--- config.mk ---
export PLATFORM = sky130hd
export DESIGN_NAME = slot_reel_controller
export DESIGN_NICKNAME = d
export VERILOG_FILES = /design/src/rtl/slot_pkg.sv /design/src/rtl/slot_reel.sv /design/src/rtl/slot_reel_controller.sv
export SDC_FILE = /design/constraint.sdc
export NUM_CORES = 1
export LEC_CHECK = 0
export ABC_AREA = 0
export BUFFER_PORTS_ARGS = -buffer_cell sky130_fd_sc_hd__buf_2
export CORE_ASPECT_RATIO = 0.75
export CORE_MARGIN = 1
export CORE_UTILIZATION = 35
export DETAILED_ROUTE_END_ITERATION = 16
export PLACE_DENSITY = 0.63
export SLEW_MARGIN = 30
export SYNTH_ARGS = -nofsm -noshare
export SYNTH_HDL_FRONTEND = slang
export SYNTH_SLANG_ARGS = --single-unit
--- constraint.sdc ---
create_clock -name clk -period 3.4 [get_ports clk]
set_input_delay 0.68 -clock clk [delete_from_list [all_inputs] [get_ports clk]]
set_output_delay 0.68 -clock clk [all_outputs]
set_load 0.1 [all_outputs]
--- src/rtl/slot_pkg.sv ---
// rtl/slot_pkg.sv - shared types and constants for the slot machine sequencer
package slot_pkg;

  localparam int DIGIT_W     = 3;
  localparam int CREDIT_W    = 8;
  localparam int CREDIT_MAX  = 255;
  localparam int PAIR_PAY    = 2;
  localparam int JACKPOT_PAY = 20;

  typedef enum logic [2:0] {
    IDLE  = 3'd0,
    SPIN3 = 3'd1,
    SPIN2 = 3'd2,
    SPIN1 = 3'd3,
    EVAL  = 3'd4,
    SHOW  = 3'd5
  } state_t;

  // True while at least one reel is still turning
  function automatic logic is_spin(input state_t s);
    return (s == SPIN3) || (s == SPIN2) || (s == SPIN1);
  endfunction

  // States whose tick counter advances on frame ticks
  function automatic logic counts_ticks(input state_t s);
    return is_spin(s) || (s == SHOW);
  endfunction

endpackage

--- src/rtl/slot_reel.sv ---
// rtl/slot_reel.sv - one reel: animated digit, latch-on-stop, spinning flag
module slot_reel
  import slot_pkg::*;
(
  input  logic               clk,
  input  logic               clr,
  input  logic               start,
  input  logic               step,
  input  logic               stop,
  input  logic [DIGIT_W-1:0] din,
  output logic [DIGIT_W-1:0] digit,
  output logic               spinning
);

  // Stop wins over animation so the latched digit is exactly the random value
  always_ff @(posedge clk or posedge clr) begin
    if (clr) begin
      digit    <= '0;
      spinning <= 1'b0;
    end else if (stop) begin
      digit    <= din;
      spinning <= 1'b0;
    end else if (start) begin
      spinning <= 1'b1;
    end else if (step && spinning) begin
      digit    <= digit + 1'b1;
    end
  end

endmodule

--- src/rtl/slot_reel_controller.sv ---
// rtl/slot_reel_controller.sv - game sequencer: spin/stop control, evaluation, credits
module slot_reel_controller
  import slot_pkg::*;
#(
  parameter int SPIN_DIV    = 4,
  parameter int AUTO_TICKS  = 120,
  parameter int SHOW_TICKS  = 60,
  parameter int CREDIT_INIT = 10
) (
  input  logic                clk,
  input  logic                clr,
  input  logic                tick,
  input  logic                btn_spin,
  input  logic                btn_stop,
  input  logic [DIGIT_W-1:0]  rnd,
  output logic                rnd_en,
  output logic [DIGIT_W-1:0]  reel0,
  output logic [DIGIT_W-1:0]  reel1,
  output logic [DIGIT_W-1:0]  reel2,
  output logic [2:0]          spinning,
  output logic [CREDIT_W-1:0] credits,
  output logic                win_pair,
  output logic                win_jackpot,
  output logic                busy
);

  localparam int CNT_W = 8;

  state_t              state, state_next;
  logic [CNT_W-1:0]    cnt;
  logic [CNT_W-1:0]    anim;
  logic                in_spin, spin_ok, timeout, stop_evt, anim_step;
  logic [2:0]          stop_sel;
  logic                jack, pair;
  logic [CREDIT_W:0]   payout, credit_sum;
  logic [CREDIT_W-1:0] credit_paid;

  assign in_spin   = is_spin(state);
  assign spin_ok   = (state == IDLE) && btn_spin && (credits != '0);
  assign timeout   = in_spin && (cnt == CNT_W'(AUTO_TICKS));
  // A button press and a timeout in the same cycle collapse into one stop
  assign stop_evt  = in_spin && (btn_stop || timeout);
  assign anim_step = in_spin && tick && (anim == CNT_W'(SPIN_DIV - 1));
  assign stop_sel  = {stop_evt && (state == SPIN1),
                      stop_evt && (state == SPIN2),
                      stop_evt && (state == SPIN3)};

  assign jack = (reel0 == reel1) && (reel1 == reel2);
  assign pair = !jack && ((reel0 == reel1) || (reel1 == reel2));
  assign payout = jack ? (CREDIT_W+1)'(JACKPOT_PAY)
                : pair ? (CREDIT_W+1)'(PAIR_PAY) : '0;
  assign credit_sum  = {1'b0, credits} + payout;
  assign credit_paid = (credit_sum > (CREDIT_W+1)'(CREDIT_MAX))
                     ? CREDIT_W'(CREDIT_MAX) : credit_sum[CREDIT_W-1:0];

  // State register
  always_ff @(posedge clk or posedge clr) begin
    if (clr) state <= IDLE;
    else     state <= state_next;
  end

  // Next-state decode
  always_comb begin
    state_next = state;
    case (state)
      IDLE:    if (spin_ok)  state_next = SPIN3;
      SPIN3:   if (stop_evt) state_next = SPIN2;
      SPIN2:   if (stop_evt) state_next = SPIN1;
      SPIN1:   if (stop_evt) state_next = EVAL;
      EVAL:    state_next = SHOW;
      SHOW:    if (cnt == CNT_W'(SHOW_TICKS)) state_next = IDLE;
      default: state_next = IDLE;
    endcase
  end

  // State-decoded outputs
  always_comb begin
    rnd_en = in_spin;
    busy   = (state != IDLE);
  end

  // Per-state tick counter; a tick landing on a transition belongs to the new state
  always_ff @(posedge clk or posedge clr) begin
    if (clr)
      cnt <= '0;
    else if (state_next != state)
      cnt <= (tick && counts_ticks(state_next)) ? CNT_W'(1) : '0;
    else if (tick && counts_ticks(state))
      cnt <= cnt + 1'b1;
  end

  // Animation prescaler, restarted with each accepted spin
  always_ff @(posedge clk or posedge clr) begin
    if (clr)
      anim <= '0;
    else if (spin_ok)
      anim <= '0;
    else if (in_spin && tick)
      anim <= (anim == CNT_W'(SPIN_DIV - 1)) ? '0 : anim + 1'b1;
  end

  // Credit balance and registered result flags
  always_ff @(posedge clk or posedge clr) begin
    if (clr) begin
      credits     <= CREDIT_W'(CREDIT_INIT);
      win_pair    <= 1'b0;
      win_jackpot <= 1'b0;
    end else if (spin_ok) begin
      credits     <= credits - 1'b1;
      win_pair    <= 1'b0;
      win_jackpot <= 1'b0;
    end else if (state == EVAL) begin
      credits     <= credit_paid;
      win_pair    <= pair;
      win_jackpot <= jack;
    end
  end

  slot_reel u_reel0 (
    .clk(clk), .clr(clr), .start(spin_ok), .step(anim_step), .stop(stop_sel[0]),
    .din(rnd), .digit(reel0), .spinning(spinning[0])
  );

  slot_reel u_reel1 (
    .clk(clk), .clr(clr), .start(spin_ok), .step(anim_step), .stop(stop_sel[1]),
    .din(rnd), .digit(reel1), .spinning(spinning[1])
  );

  slot_reel u_reel2 (
    .clk(clk), .clr(clr), .start(spin_ok), .step(anim_step), .stop(stop_sel[2]),
    .din(rnd), .digit(reel2), .spinning(spinning[2])
  );

endmodule

# After elaboration in Yosys (flattened, before gate mapping)
# Index checks and enable logic that the tools add are counted.
# Widths: inputs -> output; s select.
[classes]
n_addsub = 7
magnitude_cmp = 1
n_eq_ne = 18
muxes = 34
reduce_logical = 40
[ops]
columns = ["op", "n"]
rows = [
  ["$mux 8", 8],
  ["$mux 3", 14],
  ["$pmux 3 s6", 1],
  ["$reduce_bool 2->1", 9],
  ["$add 8x1->8 const B", 2],
  ["$logic_and 1x1->1", 16],
  ["$eq 3x2->1 const B", 4],
  ["$add 3x1->3 const B", 3],
  ["$add 8x5->9", 1],
  ["$eq 3x3->1 const B", 3],
  ["$gt 9x8->1 const B", 1],
  ["$mux 1", 9],
  ["$eq 8x2->1 const B", 1],
  ["$eq 8x6->1 const B", 1],
  ["$eq 8x7->1 const B", 1],
  ["$logic_or 1x1->1", 8],
  ["$reduce_bool 8->1", 1],
  ["$sub 8x1->8 const B", 1],
  ["$eq 3x1->1 const B", 2],
  ["$eq 3x3->1", 2],
  ["$ne 2x1->1 const B", 3],
  ["$reduce_and 2->1", 3],
  ["$mux 5", 1],
  ["$logic_not 3->1", 1],
  ["other kinds (4)", 4],
]
[word_totals]
reg_bits = 41
input_bits = 8
output_inout_bits = 24
elab_cells = 112

# Depth between registers and ports, before layout
[depth]
word_depth = 15
ltp_mapped = 10
depth_no_buf = 10

# By module
# Synthesis repeated with hierarchy kept, for this count alone.
[unflattened]
cells_unflattened = 265
hier_area_um2 = 2516.2
[by_module_without_submodules]
columns = ["mod", "instances", "cells_per_inst", "area_per_inst_um2", "seq_area_each_um2"]
rows = [
  ["slot_reel_controller", 1, 211, 1885.6, 728.2],
  ["slot_reel", 3, 18, 210.2, 100.1],
]

# Worst setup path before layout
# OpenSTA, ideal clock, no wires.
[synth_path]
kind = "reg2reg"
from = "reg u_reel1.digit[2]"
to = "reg credits[5]"
setup_ns = 0.122
t_arrival_ns = 2.995
required_ns = 3.278
path_slack_ns = 0.282
stages_incl_launch_ff = 11
path_buffers = 1
synth_period_minus_slack_ns = 3.118
cell_sequence = "dfrtp_1 > xor2_1 > nor3_1 > ha_1 > ha_1 > a21o_1 > a31o_2 > a41o_1 > clkbuf_1 > o32a_1 > a22o_1"
[synth_via]
elab_chain_cells = 11
word_cells_on_any_way = 13
cone_classes = "add/sub: 1; order compare: 1; eq/ne: 2; mux: 5; reduce/logical: 4"
[synth_lines]
columns = ["item", "line_no", "rtl"]
rows = [
  ["from (decl)", "slot_reel.sv:11", "output logic [DIGIT_W-1:0] digit,"],
  ["from (signal assigned)", "slot_reel.sv:21", "digit <= din;"],
  ["from (signal assigned)", "slot_reel.sv:26", "digit <= digit + 1'b1;"],
  ["$eq 3x3->1", "slot_reel_controller.sv:48, slot_reel_controller.sv:49", ""],
  ["$logic_and 1x1->1", "slot_reel_controller.sv:48", "assign jack = (reel0 == reel1) && (reel1 == reel2);"],
  ["$logic_not 1->1", "slot_reel_controller.sv:49", "assign pair = !jack && ((reel0 == reel1) || (reel1 == reel2));"],
  ["$logic_and 1x1->1", "slot_reel_controller.sv:49", ""],
  ["$mux 2", "slot_reel_controller.sv:51", ": pair ? (CREDIT_W+1)'(PAIR_PAY) : '0;"],
  ["$mux 5 *", "slot_reel_controller.sv:50", "assign payout = jack ? (CREDIT_W+1)'(JACKPOT_PAY)"],
  ["$add 8x5->9 *", "slot_reel_controller.sv:52", "assign credit_sum = {1'b0, credits} + payout;"],
  ["$gt 9x8->1", "slot_reel_controller.sv:53", "assign credit_paid = (credit_sum > (CREDIT_W+1)'(CREDIT_MAX))"],
  ["$mux 8 *", "slot_reel_controller.sv:54", "? CREDIT_W'(CREDIT_MAX) : credit_sum[CREDIT_W-1:0];"],
  ["$mux 8 *", "slot_reel_controller.sv:112", "end else if (state == EVAL) begin"],
  ["$mux 8 *", "slot_reel_controller.sv:108", "end else if (spin_ok) begin"],
  ["to (signal assigned)", "slot_reel_controller.sv:105", "credits <= CREDIT_W'(CREDIT_INIT);"],
  ["to (signal assigned)", "slot_reel_controller.sv:109", "credits <= credits - 1'b1;"],
  ["to (signal assigned)", "slot_reel_controller.sv:113", "credits <= credit_paid;"],
  ["to (decl)", "slot_reel_controller.sv:21", "output logic [CREDIT_W-1:0] credits,"],
]
# Every way passes the cells marked *; elsewhere a longest branch is shown, timed or not. The select of a mux whose other input is x is not followed.
# A chain may end at the register's enable or synchronous reset.

# Worst setup path after layout
[layout_path]
from = "reg u_reel2.digit[1]"
to = "reg credits[5]"
[layout_via]
elab_chain_cells = 11
word_cells_on_any_way = 12
cone_classes = "add/sub: 1; order compare: 1; eq/ne: 1; mux: 5; reduce/logical: 4"
[layout_lines]
columns = ["item", "line_no"]
rows = [
  ["from (decl)", "slot_reel.sv:11"],
  ["from (signal assigned)", "slot_reel.sv:21"],
  ["from (signal assigned)", "slot_reel.sv:26"],
  ["$eq 3x3->1 *", "slot_reel_controller.sv:48, slot_reel_controller.sv:49"],
  ["$logic_and 1x1->1", "slot_reel_controller.sv:48"],
  ["$logic_not 1->1", "slot_reel_controller.sv:49"],
  ["$logic_and 1x1->1", "slot_reel_controller.sv:49"],
  ["$mux 2", "slot_reel_controller.sv:51"],
  ["$mux 5 *", "slot_reel_controller.sv:50"],
  ["$add 8x5->9 *", "slot_reel_controller.sv:52"],
  ["$gt 9x8->1", "slot_reel_controller.sv:53"],
  ["$mux 8 *", "slot_reel_controller.sv:54"],
  ["$mux 8 *", "slot_reel_controller.sv:112"],
  ["$mux 8 *", "slot_reel_controller.sv:108"],
]
# Marked as above.

==> results.json <==
{
  "outcome": "complete, no violations",
  "min_path_type": "in -> async",
  "nets": 320,
  "synthCells": 270,
  "via_count": 2073,
  "die_h_um": 74.9,
  "first_pass_iters": 4,
  "avgSynthCellArea_um2": 9.19,
  "ctsResizeCount": 0,
  "drc": 0,
  "cts.htree.levels": 2,
  "grt_start_max_net_pins": 42,
  "drv_cap": 0,
  "crit_required_ns": 3.59,
  "grt.overflow.total": 0,
  "crit_top_cell": "ha_1",
  "max_freq_mhz": 370,
  "relSlewSlack": 0.492,
  "start_util": 0.363,
  "syn-cell-area_um2": 2480,
  "diodes": 0,
  "dieArea_um2": 7430,
  "path_cells": "xor2_1 > nor3_1 > ha_1 > ha_1 > a21o_1 > a31o_2 > a41o_1 > o32a_1 > a22o_1",
  "coreArea_um2": 6830,
  "seq_area_frac_synth": 0.415,
  "grt_pass1_vias": 1960,
  "numCtsBuffers": 5,
  "critPathSlowestCell": "dfrtp_1",
  "detail-route-antenna-nets": 0,
  "synth.distinct_cells": 51,
  "wire_per_inst_um": 14.4,
  "grt_usage": 0.161,
  "viasPerCell": 5.40,
  "area_delta_synth_final_pct": 14.1,
  "dpl-instance-area_um2": 2710,
  "worst_r2r_path_depth": 9,
  "worst_setup_path_start_kind": "flop",
  "finalSetupViolations": 0,
  "grt_pass1_wl_um": 9320,
  "clk_latency_ns": 0.30,
  "io-pin-count": 32,
  "layout-drive-gt1-share": 0.180,
  "synthTopCellsByArea": "dfrtp_1, xor2_1, ha_1",
  "fin_crit_ns": 2.71,
  "async_reset_ff_frac": 1.00,
  "slew_violations": 0,
  "synth_top_area_share": 0.393,
  "antenna_found_initial": 0,
  "synth_area_leader_cell": "dfrtp_1",
  "clk_path_buf_depth": 2,
  "hpwl_um": 4090,
  "hold_buffers": 0,
  "gp_congestion": 0.827,
  "worst-path-max-fanout": 9,
  "fin_setup_tns_ns": 0,
  "portBuffers": 31,
  "synth-main-ff-cell": "dfrtp_1",
  "synth_edf_count": 0,
  "fin_util": 0.414,
  "period_share": 0.796,
  "die_width_um": 99.2,
  "wl_um": 5520,
  "design_area_um2": 2830,
  "synth-seq-cells": 41,
  "critPathKind": "reg -> reg",
  "synth_nets": 291,
  "tightest_slew_ns": 0.754,
  "placementRows": 26,
  "post_cts.repair.setup_buffers": 0,
  "end_kind": "flop",
  "max_stage_delay_ns": 0.44,
  "drt_iter0_drc": 143,
  "cts.sinks": 41,
  "clk_pin_slew_ns": 0.08,
  "yosys_warnings": 0,
  "root_buffer": "clkbuf_8",
  "finalClockSkew_ns": 0.00668,
  "cts_tree": "done",
  "cp.arrival_ns": 2.89,
  "hold_viol_final": 0,
  "rsz0062_at_grt": "false",
  "whs_ns": 0.497
}
==> sequential cells by signal, summed over array words and instances (netlist names) <==
| signal | flops |
|---|---|
| u_reel0.digit | 3 |
| u_reel1.digit | 3 |
| anim | 8 |
| u_reel1.spinning | 1 |
| win_pair | 1 |
| win_jackpot | 1 |
| u_reel0.spinning | 1 |
| state | 3 |
| cnt | 8 |
| u_reel2.digit | 3 |
| u_reel2.spinning | 1 |
| credits | 8 |
==> cell families (layout without fill, tap and decap cells) <==
family	after synthesis	count (layout)	share of synthesized area
buffers and inverters	22	52	0.0378
XOR/XNOR	28	28	0.0988
multiplexers	6	6	0.0242
AO/OA/AOI/OAI	57	57	0.156
AND/OR/NAND/NOR	103	103	0.200
flip-flops	41	41	0.415
adder cells (fa/ha/maj)	13	13	0.0686
==> path summary, 6_finish.rpt <==
path                                   from          to  slack, ns
max in group asynchronous               clr  credits[3]       2.53
max                        u_reel2.digit[1]  credits[5]       0.69
min reg2reg                      credits[1]  credits[1]       0.50
min                                     clr    win_pair       0.50
min in group clk                 credits[1]  credits[1]       0.50
max reg2reg                u_reel2.digit[1]  credits[5]       0.69
==> layout by cell type (no fill, tap or decap), types with 3 or more instances in the layout <==
cell and n:
dfrtp_1 39, nor2_1 34, buf_2 31, nand2_1 28, xor2_1 20, a21oi_1 14
o21ai_0 13, ha_1 12, inv_1 10, nand3_1 10, xnor2_1 8, and3_1 6
mux2i_1 6, clkbuf_8 6, nor3_1 5, nand4_1 4, nor2b_1 3, a211oi_1 3
o21a_1 3, o211ai_1 3, buf_4 3
==> cell type report <==
class / count / area, µm²
Clock buffer: 7 / 86.3
Fill cell: 709 / 4000
Multi-Input combinational cell: 207 / 1370
Inverter: 10 / 37.5
Sequential cell: 41 / 1030
Clock inverter: 1 / 30.0
Tap cell: 84 / 105
Timing Repair Buffer: 34 / 178
==> metal layers <==
layer	track usage	wire, µm	up-vias
li1	-	-	1003
met1	0.231	2740	1006
met2	0.248	2390	59
met3	0.0381	342	5
met4	0.0392	39	0
met5	0	0	-
==> critical path, delay by kind of cell, from the launching register on <==
kind                       cells  cell delay [ns]
and+or+nand+nor                1             0.21
AOI/OAI and AO/OA              5             1.21
xor gates and xnor gates       1             0.18
adders and majority gates      2             0.56
DFF                            1             0.44
==> cell usage after synthesis (4+ instances only) <==
cell      number
xnor2_1        8
nand2_1       28
o21ai_0       13
and3_1         6
ha_1          12
nand3_1       10
clkbuf_1       8
xor2_1        20
nor2_1        34
nand4_1        4
mux2i_1        6
dfrtp_1       39
a21oi_1       14
inv_1         10
nor3_1         5
==> metrics by stage <==
stage               setup WS [ns]  std cells
floorplan                   0.282        270
global placement            0.809        376
detailed placement          0.721        376
CTS                         0.698        384
global route                0.515        384
finish                      0.694        384
Power is left out: the tool's default activity adds up to more than one toggle a clock period on the data nets, which glitch-free logic cannot reach.
